[config.mk]
export PLATFORM = sky130hd
export DESIGN_NAME = noc_output_scheduler
export DESIGN_NICKNAME = d
export VERILOG_FILES = /design/src/rtl/noc_pkg.sv /design/src/rtl/noc_output_scheduler_rr_arbiter.sv /design/src/rtl/noc_output_scheduler.sv
export SDC_FILE = /design/constraint.sdc
export NUM_CORES = 1
export LEC_CHECK = 0
export CORE_AREA = 2 2 135 137
export CTS_BUF_LIST = sky130_fd_sc_hd__clkbuf_8
export CTS_CLUSTER_SIZE = 28
export DETAILED_ROUTE_END_ITERATION = 10
export DIE_AREA = 0 0 137 139
export PLACE_DENSITY = 0.63
export SLEW_MARGIN = 20
export SYNTH_ARGS = -nofsm -noshare
export SYNTH_HDL_FRONTEND = slang
export SYNTH_SLANG_ARGS = --single-unit
[constraint.sdc]
create_clock -name clk -period 4 [get_ports clk]
set_clock_uncertainty 0.15 [all_clocks]
set_input_delay 0.4 -clock clk [delete_from_list [all_inputs] [get_ports clk]]
set_output_delay 0.4 -clock clk [all_outputs]
set_load 0.005 [all_outputs]
[src/rtl/noc_pkg.sv]
// Shared NOC definitions: flit width, virtual-channel ids, header
// field positions and a credit-counter width helper.
package noc_pkg;

   localparam int FLIT_W = 64;
   localparam int NUM_VC = 2;

   typedef enum logic {
      VC0 = 1'b0,
      VC1 = 1'b1
   } vc_e;

   // Header field positions inside the head flit, shared with the router arbiter.
   localparam int HDR_DEST_LSB = 0;
   localparam int HDR_DEST_W   = 4;
   localparam int HDR_SRC_LSB  = 4;
   localparam int HDR_SRC_W    = 4;
   localparam int HDR_VC_BIT   = 8;
   localparam int HDR_TYPE_LSB = 9;
   localparam int HDR_TYPE_W   = 2;

   // Minimum counter width able to hold the values 0..depth.
   function automatic int credit_width(input int depth);
      return $clog2(depth + 1);
   endfunction

endpackage

[src/rtl/noc_output_scheduler_rr_arbiter.sv]
// Round-robin arbiter: grants the first requester found when scanning
// upward from the pointer position, wrapping modulo N.
module rr_arbiter #(
   parameter int N     = 4,
   parameter int PTR_W = 2
) (
   input  logic [N-1:0]     req_i,
   input  logic [PTR_W-1:0] ptr_i,
   output logic [N-1:0]     grant_o
);

   logic found_s;

   // Priority scan starting at ptr_i; only the first hit is granted.
   always_comb begin
      grant_o = {N{1'b0}};
      found_s = 1'b0;
      for (int k = 0; k < N; k++) begin
         grant_o[(int'(ptr_i) + k) % N] = req_i[(int'(ptr_i) + k) % N] & ~found_s;
         found_s = found_s | req_i[(int'(ptr_i) + k) % N];
      end
   end

endmodule

[src/rtl/noc_output_scheduler.sv]
// Per-output-port scheduler: one flit per cycle onto the output link,
// VC0 on even polarity and VC1 on odd polarity, round-robin among the
// requesters of the active VC, gated by downstream credit counters.
module noc_output_scheduler
   import noc_pkg::*;
#(
   parameter int NUM_REQ   = 4,
   parameter int FLIT_W    = noc_pkg::FLIT_W,
   parameter int BUF_DEPTH = 4,
   parameter int CNT_W     = 3
) (
   input  logic                      clk,
   input  logic                      reset,
   input  logic                      polarity,
   input  logic [NUM_REQ-1:0]        req,
   input  logic [NUM_REQ-1:0]        req_vc,
   input  logic [NUM_REQ*FLIT_W-1:0] din,
   input  logic [1:0]                credit_in,
   output logic [NUM_REQ-1:0]        grant,
   output logic [FLIT_W-1:0]         dout,
   output logic                      dout_valid,
   output logic                      dout_vc,
   output logic [CNT_W-1:0]          credit_cnt0,
   output logic [CNT_W-1:0]          credit_cnt1,
   output logic                      credit_err
);

   localparam int PTR_W = (NUM_REQ > 1) ? $clog2(NUM_REQ) : 1;

   vc_e                av_s;
   logic [NUM_REQ-1:0] vc_match_s;
   logic [NUM_REQ-1:0] eligible_s;
   logic               credit_ok_s;
   logic [NUM_REQ-1:0] grant_s;
   logic               any_grant_s;
   logic [PTR_W-1:0]   gnt_idx_s;
   logic [FLIT_W-1:0]  sel_flit_s;
   logic [1:0]         send_s;
   logic [1:0]         ovf_s;

   logic [FLIT_W-1:0]  dout_q, dout_d;
   logic               dout_valid_q, dout_valid_d;
   logic               dout_vc_q, dout_vc_d;
   logic [PTR_W-1:0]   ptr_q [2];
   logic [PTR_W-1:0]   ptr_d [2];
   logic [CNT_W-1:0]   credit_q [2];
   logic [CNT_W-1:0]   credit_d [2];
   logic               credit_err_q, credit_err_d;

   // Eligibility: matching VC, credit available, and never during reset.
   always_comb begin
      av_s        = vc_e'(polarity);
      vc_match_s  = (av_s == VC1) ? req_vc : ~req_vc;
      credit_ok_s = (av_s == VC1) ? (credit_q[1] != {CNT_W{1'b0}})
                                  : (credit_q[0] != {CNT_W{1'b0}});
      eligible_s  = req & vc_match_s & {NUM_REQ{credit_ok_s & reset}};
   end

   rr_arbiter #(
      .N     (NUM_REQ),
      .PTR_W (PTR_W)
   ) u_arb (
      .req_i   (eligible_s),
      .ptr_i   (ptr_q[polarity]),
      .grant_o (grant_s)
   );

   // Flit select and granted index from the one-hot grant.
   always_comb begin
      sel_flit_s = {FLIT_W{1'b0}};
      gnt_idx_s  = {PTR_W{1'b0}};
      for (int i = 0; i < NUM_REQ; i++) begin
         sel_flit_s = sel_flit_s | (din[i*FLIT_W +: FLIT_W] & {FLIT_W{grant_s[i]}});
         gnt_idx_s  = gnt_idx_s | (grant_s[i] ? PTR_W'(i) : {PTR_W{1'b0}});
      end
      any_grant_s = |grant_s;
   end

   // Output link next state and round-robin pointer advance for the active VC.
   always_comb begin
      dout_d       = dout_q;
      dout_vc_d    = dout_vc_q;
      dout_valid_d = any_grant_s;
      ptr_d[0]     = ptr_q[0];
      ptr_d[1]     = ptr_q[1];
      if (any_grant_s) begin
         dout_d    = sel_flit_s;
         dout_vc_d = polarity;
         ptr_d[polarity] = (gnt_idx_s == PTR_W'(NUM_REQ - 1)) ? {PTR_W{1'b0}}
                                                              : gnt_idx_s + PTR_W'(1);
      end else begin
         dout_d    = dout_q;
         dout_vc_d = dout_vc_q;
      end
   end

   // Credit counters for both VCs: a send consumes, a return refills,
   // a return into a full counter raises the sticky error instead.
   always_comb begin
      send_s[0] = any_grant_s & (av_s == VC0);
      send_s[1] = any_grant_s & (av_s == VC1);
      for (int v = 0; v < 2; v++) begin
         credit_d[v] = credit_q[v];
         ovf_s[v]    = 1'b0;
         case ({send_s[v], credit_in[v]})
            2'b10: credit_d[v] = credit_q[v] - CNT_W'(1);
            2'b01: begin
               if (credit_q[v] < CNT_W'(BUF_DEPTH)) begin
                  credit_d[v] = credit_q[v] + CNT_W'(1);
               end else begin
                  ovf_s[v] = 1'b1;
               end
            end
            default: credit_d[v] = credit_q[v];
         endcase
      end
      credit_err_d = credit_err_q | ovf_s[0] | ovf_s[1];
   end

   // State registers with synchronous active-low reset.
   always_ff @(posedge clk) begin
      if (!reset) begin
         dout_q       <= {FLIT_W{1'b0}};
         dout_valid_q <= 1'b0;
         dout_vc_q    <= 1'b0;
         ptr_q[0]     <= {PTR_W{1'b0}};
         ptr_q[1]     <= {PTR_W{1'b0}};
         credit_q[0]  <= CNT_W'(BUF_DEPTH);
         credit_q[1]  <= CNT_W'(BUF_DEPTH);
         credit_err_q <= 1'b0;
      end else begin
         dout_q       <= dout_d;
         dout_valid_q <= dout_valid_d;
         dout_vc_q    <= dout_vc_d;
         ptr_q[0]     <= ptr_d[0];
         ptr_q[1]     <= ptr_d[1];
         credit_q[0]  <= credit_d[0];
         credit_q[1]  <= credit_d[1];
         credit_err_q <= credit_err_d;
      end
   end

   assign grant       = grant_s;
   assign dout        = dout_q;
   assign dout_valid  = dout_valid_q;
   assign dout_vc     = dout_vc_q;
   assign credit_cnt0 = credit_q[0];
   assign credit_cnt1 = credit_q[1];
   assign credit_err  = credit_err_q;

endmodule

## After elaboration in Yosys (flattened, before gate mapping)

Memories as Yosys holds them, arrays and structs flattened.
Cells that the tools add are included.

- Memories kept: 2
- Register bits after elaboration: 67
- Output and inout bits: 77
- Bits in writable memories: 10
- Input bits: 269
- Word-level logic and storage cells: 123

- Eq/ne operators: 5
- Add/sub/neg operators: 8
- Bitwise logic cells: 35
- Reductions and logical operators: 11
- $lt $le $gt $ge: 12
- Muxes and demuxes: 46

Memory list:

| name | words | bits a word | rd ports | clocked after memory_dff | wr ports | line | source |
|---|---|---|---|---|---|---|---|
| credit_q | 2 | 3 | 2 | 0 | 2 | noc_output_scheduler.sv:46 | `logic [CNT_W-1:0] credit_q [2];` |
| ptr_q | 2 | 2 | 3 | 0 | 2 | noc_output_scheduler.sv:44 | `logic [PTR_W-1:0] ptr_q [2];` |

Operators by type and width:

| operator | count |
|---|---|
| $and 64x64->64 | 4 |
| $or 64x64->64 | 3 |
| $mux 1 | 19 |
| $bwmux 4 | 4 |
| $and 4x4->4 | 3 |
| $lt 3x4->1 const B | 3 |
| $mux 2 | 6 |
| $mux 3 | 4 |
| $pmux 3 s2 | 2 |
| $ge 3x1->1 const B | 3 |
| $bmux 1 s2 | 4 |
| $demux 1 s2 | 4 |
| $mux 4 | 2 |
| $or 1x1->1 | 8 |
| $add 3x1->3 const B | 2 |
| $and 1x1->1 | 6 |
| $eq 2x2->1 const B | 3 |
| $lt 3x3->1 const B | 2 |
| $reduce_bool 3->1 | 2 |
| $reduce_or 2->1 | 3 |
| $sub 3x1->3 const B | 2 |
| $logic_and 1x1->1 | 5 |
| $add 2x1->2 const B | 2 |
| $add 2x2->2 const B | 2 |
| 13 further kinds | 19 |

## Longest topological paths before layout

An unclocked memory read counts as a cell.

- Depth in word-level cells: 21
- Mapped depth: 16
- Gate-level depth less buffers: 15

## Cells and area by module

Synthesis repeated with hierarchy kept, for this count alone.

- Cells, all modules: 480
- Area, all modules: 4424.2 µm²

Modules (own cells, without submodules):

| module | cells an instance | area each (µm²) | sequential area each (µm²) | times used |
|---|---|---|---|---|
| noc_output_scheduler | 447 | 4066.4 | 1541.5 | 1 |
| rr_arbiter | 33 | 357.8 | 0.0 | 1 |

## Least setup slack after synthesis

No wires, ideal clock.

- Path kind: input to register
- Start: input polarity
- End: memory credit_q[1][1] (netlist: credit_q[0][4])
- Buffers on the path: 1
- Path slack: 0.041 ns
- Arrival: 3.695 ns
- Stages: 13
- Cell sequence: nand2b_1 > and2_1 > ha_1 > or3_1 > a211o_1 > a222oi_1 > a2111oi_0 > clkbuf_1 > nand2b_1 > nand2_1 > fa_1 > a21boi_1 > o21a_1

RTL lines:

| item | line | source |
|---|---|---|
| from (decl) | noc_output_scheduler.sv:14 | `input logic polarity,` |
| to (decl) | noc_output_scheduler.sv:46 |  |

## Final worst setup path

- Start: input polarity
- End: output grant[0]

- Cells in the longest elaborated chain, start to end: 11

RTL lines:

| item | line | source |
|---|---|---|
| $mem_v2 2x2 (tied with other cells) | - |  |
| $add 2x1->2 (tied with other cells) | noc_output_scheduler_rr_arbiter.sv:19, noc_output_scheduler_rr_arbiter.sv:20 |  |
| $reduce_or 2->1 (no line) or $and 4x4->4 (tied branches) | - |  |
| $and 1x1->1 (no line) or $bmux 1 s2 (tied branches) | - |  |
| $lt 3x4->1 (implied by the code) (tied with other cells) | noc_output_scheduler_rr_arbiter.sv:19 | `grant_o[(int'(ptr_i) + k) % N] = req_i[(int'(ptr_i) + k) % N] & ~found_s;` |
| $logic_and 1x1->1 (implied by the code) or $mux 1 (tied branches) | noc_output_scheduler_rr_arbiter.sv:19, noc_output_scheduler_rr_arbiter.sv:20 |  |
| $mux 1 (implied by the code) or $or 1x1->1 (tied branches) | noc_output_scheduler_rr_arbiter.sv:19, noc_output_scheduler_rr_arbiter.sv:20 |  |
| $demux 1 s2 (tied with other cells) | - |  |
| $bwmux 4 (tied with other cells) | noc_output_scheduler_rr_arbiter.sv:19 |  |
| $bwmux 4 or $and 1x1->1 (tied branches) | noc_output_scheduler_rr_arbiter.sv:19 |  |
| $bwmux 4 (*) | noc_output_scheduler_rr_arbiter.sv:19 |  |
| to (decl) | noc_output_scheduler.sv:19 | `output logic [NUM_REQ-1:0] grant,` |

Every way passes the cells marked *; elsewhere a longest branch is shown, timed or not. The select of a mux whose other input is x is not followed.

==> reports/qor.yml <==
status:
  outcome: "finished, final reports clean"
routing:
  viasPerCell: 5.073
  remaining_drc_errors: 0
  drtPass1Iterations: 8
  vias: 5590
  wl_per_cell_um: 18.48
  drtIter0Drc: 538
  drt-total-wl_mm: 20.37
  ant_nets: 0
finish:
  syn_to_final_growth_pct: 101.9
  drive_above_1_share_pct: 8.247
  nNetsFinal: 1148
  finish.utilization_pct: 47.17
  insertedDiodeCount: 0
job:
  cap_violations: 0
floorplanning:
  die_w_um: 137
  die_h_um: 139
  coreArea_sq_um: 17660
  die_area_sq_um: 19040
  ios: 346
  initial_core_util_pct: 23.36
  rows: 49
clocking:
  h-tree-depth: 3
  cts_tree: "built"
  cts_max_path_buffers: 2
  clk_pin_slew_ns: 0.08
  numCtsBuffers: 9
  clockRootBuffer: "clkbuf_8"
  clkLatencyLatePin_ns: 0.35
  cts_sinks: 77
power:
  p_switching_mw: 2.808
  power_density_nw_per_um2: 752.2
  power_mw: 6.265
  leakagePower_nw: 3.043
  seq_power_share_pct: 19.3
  intPower_mw: 3.458
  peakVddDrop_mv: 0.4262
  p_clk_share_pct: 10.9
  p_comb_share_pct: 69.8
  switching_share_pct: 44.81
setup_path:
  crit_path_start_kind: "input pin"
  critical_path_required_ns: 3.45
  critPathCaptureType: "output port"
  cp_data_arrival_time_ns: 3.34
  worstRegToRegCells: 12
  cp_max_fo: 8
  path_class: "input pin to output port"
grt:
  grt_util_met3_pct: 5.556
  grt_pass1_vias: 5388
  grt_util_met1_pct: 24.83
  gr-total-overflow: 0
  met2_usage_pct: 34.85
  busiest_layer: "met2"
  grt_usage_pct: 20.57
  antenna_found_initial: 1
  grt_pass1_wl_mm: 30.04
  grt_start_max_net_pins: 44
timing:
  finalSetupViolCount: 0
  slew_viol_final: 0
  fmax_ghz: 0.2571
  period_share_pct: 97.23
  setup_tns_ns: 0
  final_hold_viol_count: 0
  holdWs_ns: 0.3095
  max_slew_margin_pct: 46.18
  period_needed_ns: 3.889
  grt_setup_unrepaired: "true"
  worst_slew_pin_slew_ns: 0.8073
synth:
  synth.distinct_cells: 45
  ys.warnings.count: 0
  syn_area_per_cell_sq_um: 8.089
  ys_seq_area_share_pct: 37.37
  async_flop_share_pct: 0
  ys_seq_elements: 77
  synth_area_sq_um: 4125
  yosys.area.top_type: "dfxtp_1"
  synth_edf_count: 0
  synth_top_area_share_pct: 37.37
  synth_flop_cell: "dfxtp_1"
  ys_top_cells_by_area: "dfxtp_1 (37%), a222oi_1 (16%), nand2_1 (13%)"
  synth_nets: 790
  syn_inst: 510
min_path:
  hold_class: "flop to flop"
  min_delay_path_depth: 2
place:
  dp_hpwl_mm: 15.71
  port_buffers: 345
  place.gp.congestion: 0.8859
-- Yosys cell counts (3+ instances only) --
cell type,instances
nand2b_1,7
or2_1,3
buf_1,3
nand3_1,3
nor2_1,8
clkbuf_1,40
a21oi_1,8
dfxtp_1,77
a31oi_1,65
o21ai_1,3
a222oi_1,66
nand4_1,3
buf_2,4
ha_1,9
o22a_1,3
nand2_1,141
nor2b_1,5
or3_1,3
inv_1,8
o22ai_1,4
and3_1,5
xor2_1,4
-- flip-flops by register name, indices dropped and copies added (netlist names) --
register	flops
dout	64
dout_valid	1
dout_vc	1
credit_err	1
ptr_q	4
credit_q	6
-- cells in the final DEF (no fill, tap or decap), types with 9 or more instances in the layout --
| master | n |
|---|---|
| buf_4 | 48 |
| ha_1 | 9 |
| clkdlybuf4s50_1 | 343 |
| dfxtp_1 | 76 |
| clkbuf_8 | 11 |
| nand2_1 | 141 |
| a222oi_1 | 66 |
| inv_1 | 10 |
| a31oi_1 | 65 |
-- kinds of logic after synthesis --
| kind of cell | count (synthesis) | share of synthesized area (%) |
|---|---|---|
| AND/OR/NAND/NOR | 188 | 19.59 |
| AO/OA/AOI/OAI | 172 | 32.94 |
| flip-flops | 77 | 37.37 |
| buffers and inverters | 57 | 5.308 |
| adder cells (fa/ha/maj) | 11 | 3.700 |
| XOR/XNOR | 4 | 0.8492 |
| multiplexers | 1 | 0.2427 |
-- layout make-up --
class	count	area [sq um]
Inverter	10	37.54
Clock buffer	11	151.4
Sequential cell	77	1543
Tap cell	229	286.5
Multi-Input combinational cell	376	2401
Fill cell	1733	9328
Timing Repair Buffer	394	3835
Clock inverter	5	75.07
-- layer usage --
layer  up-vias  share of wire, %
met2       272                50
met1      2583                39
li1       2700                 -
met3        33               8.5
met5         -             0.039
met4         2               2.3
-- per-stage QoR --
step,worst slack (ns),instance area [sq um],instances
after floorplan,0.04063,4125,510
after CTS,0.05259,8307,1101
after global routing,-0.1230,8329,1102
final,0.1110,8329,1102
after global placement,-0.3200,8061,1084
after detailed placement,-0.3787,8061,1084
-- worst max-delay path, stage by stage --
cell and delay (ns):
dlygate4sd2_1 0.31, nand2b_1 0.19, and2_1 0.16, ha_1 0.32
or3_1 0.38, a211o_1 0.34, a222oi_1 0.49, buf_4 0.22
clkdlybuf4s50_1 0.53
-- final timing paths --
| check | to | slack [ns] | startpoint |
|---|---|---|---|
| setup / recovery | grant[0] | 0.11 | polarity |
| hold / removal | dout_vc | 0.31 | dout_vc |
| setup reg to reg | credit_q[0][2] | 0.21 | credit_q[0][5] |
| hold reg to reg | dout_vc | 0.31 | dout_vc |
-- power by group through the flow --
stage | Clock (mW) | Combinational [mW] | Sequential [mW]
floorplan | 0 | 2.44 | 1.23
global placement | 0 | 4.32 | 1.22
detailed placement | 0 | 4.35 | 1.23
CTS | 0.708 | 4.41 | 1.21
global route | 0.740 | 4.81 | 1.24
finish | 0.681 | 4.37 | 1.21
-- timing repair --
action / 4_1_cts / 5_1_grt
buffers inserted: 1 / 1
hold buffers: 0 / 0
gates resized for setup: 4 / 5
setup endpoints to repair: 4 / 33
pin swaps: 0 / 3
No activity file was read; power rests on OpenSTA's default activity.
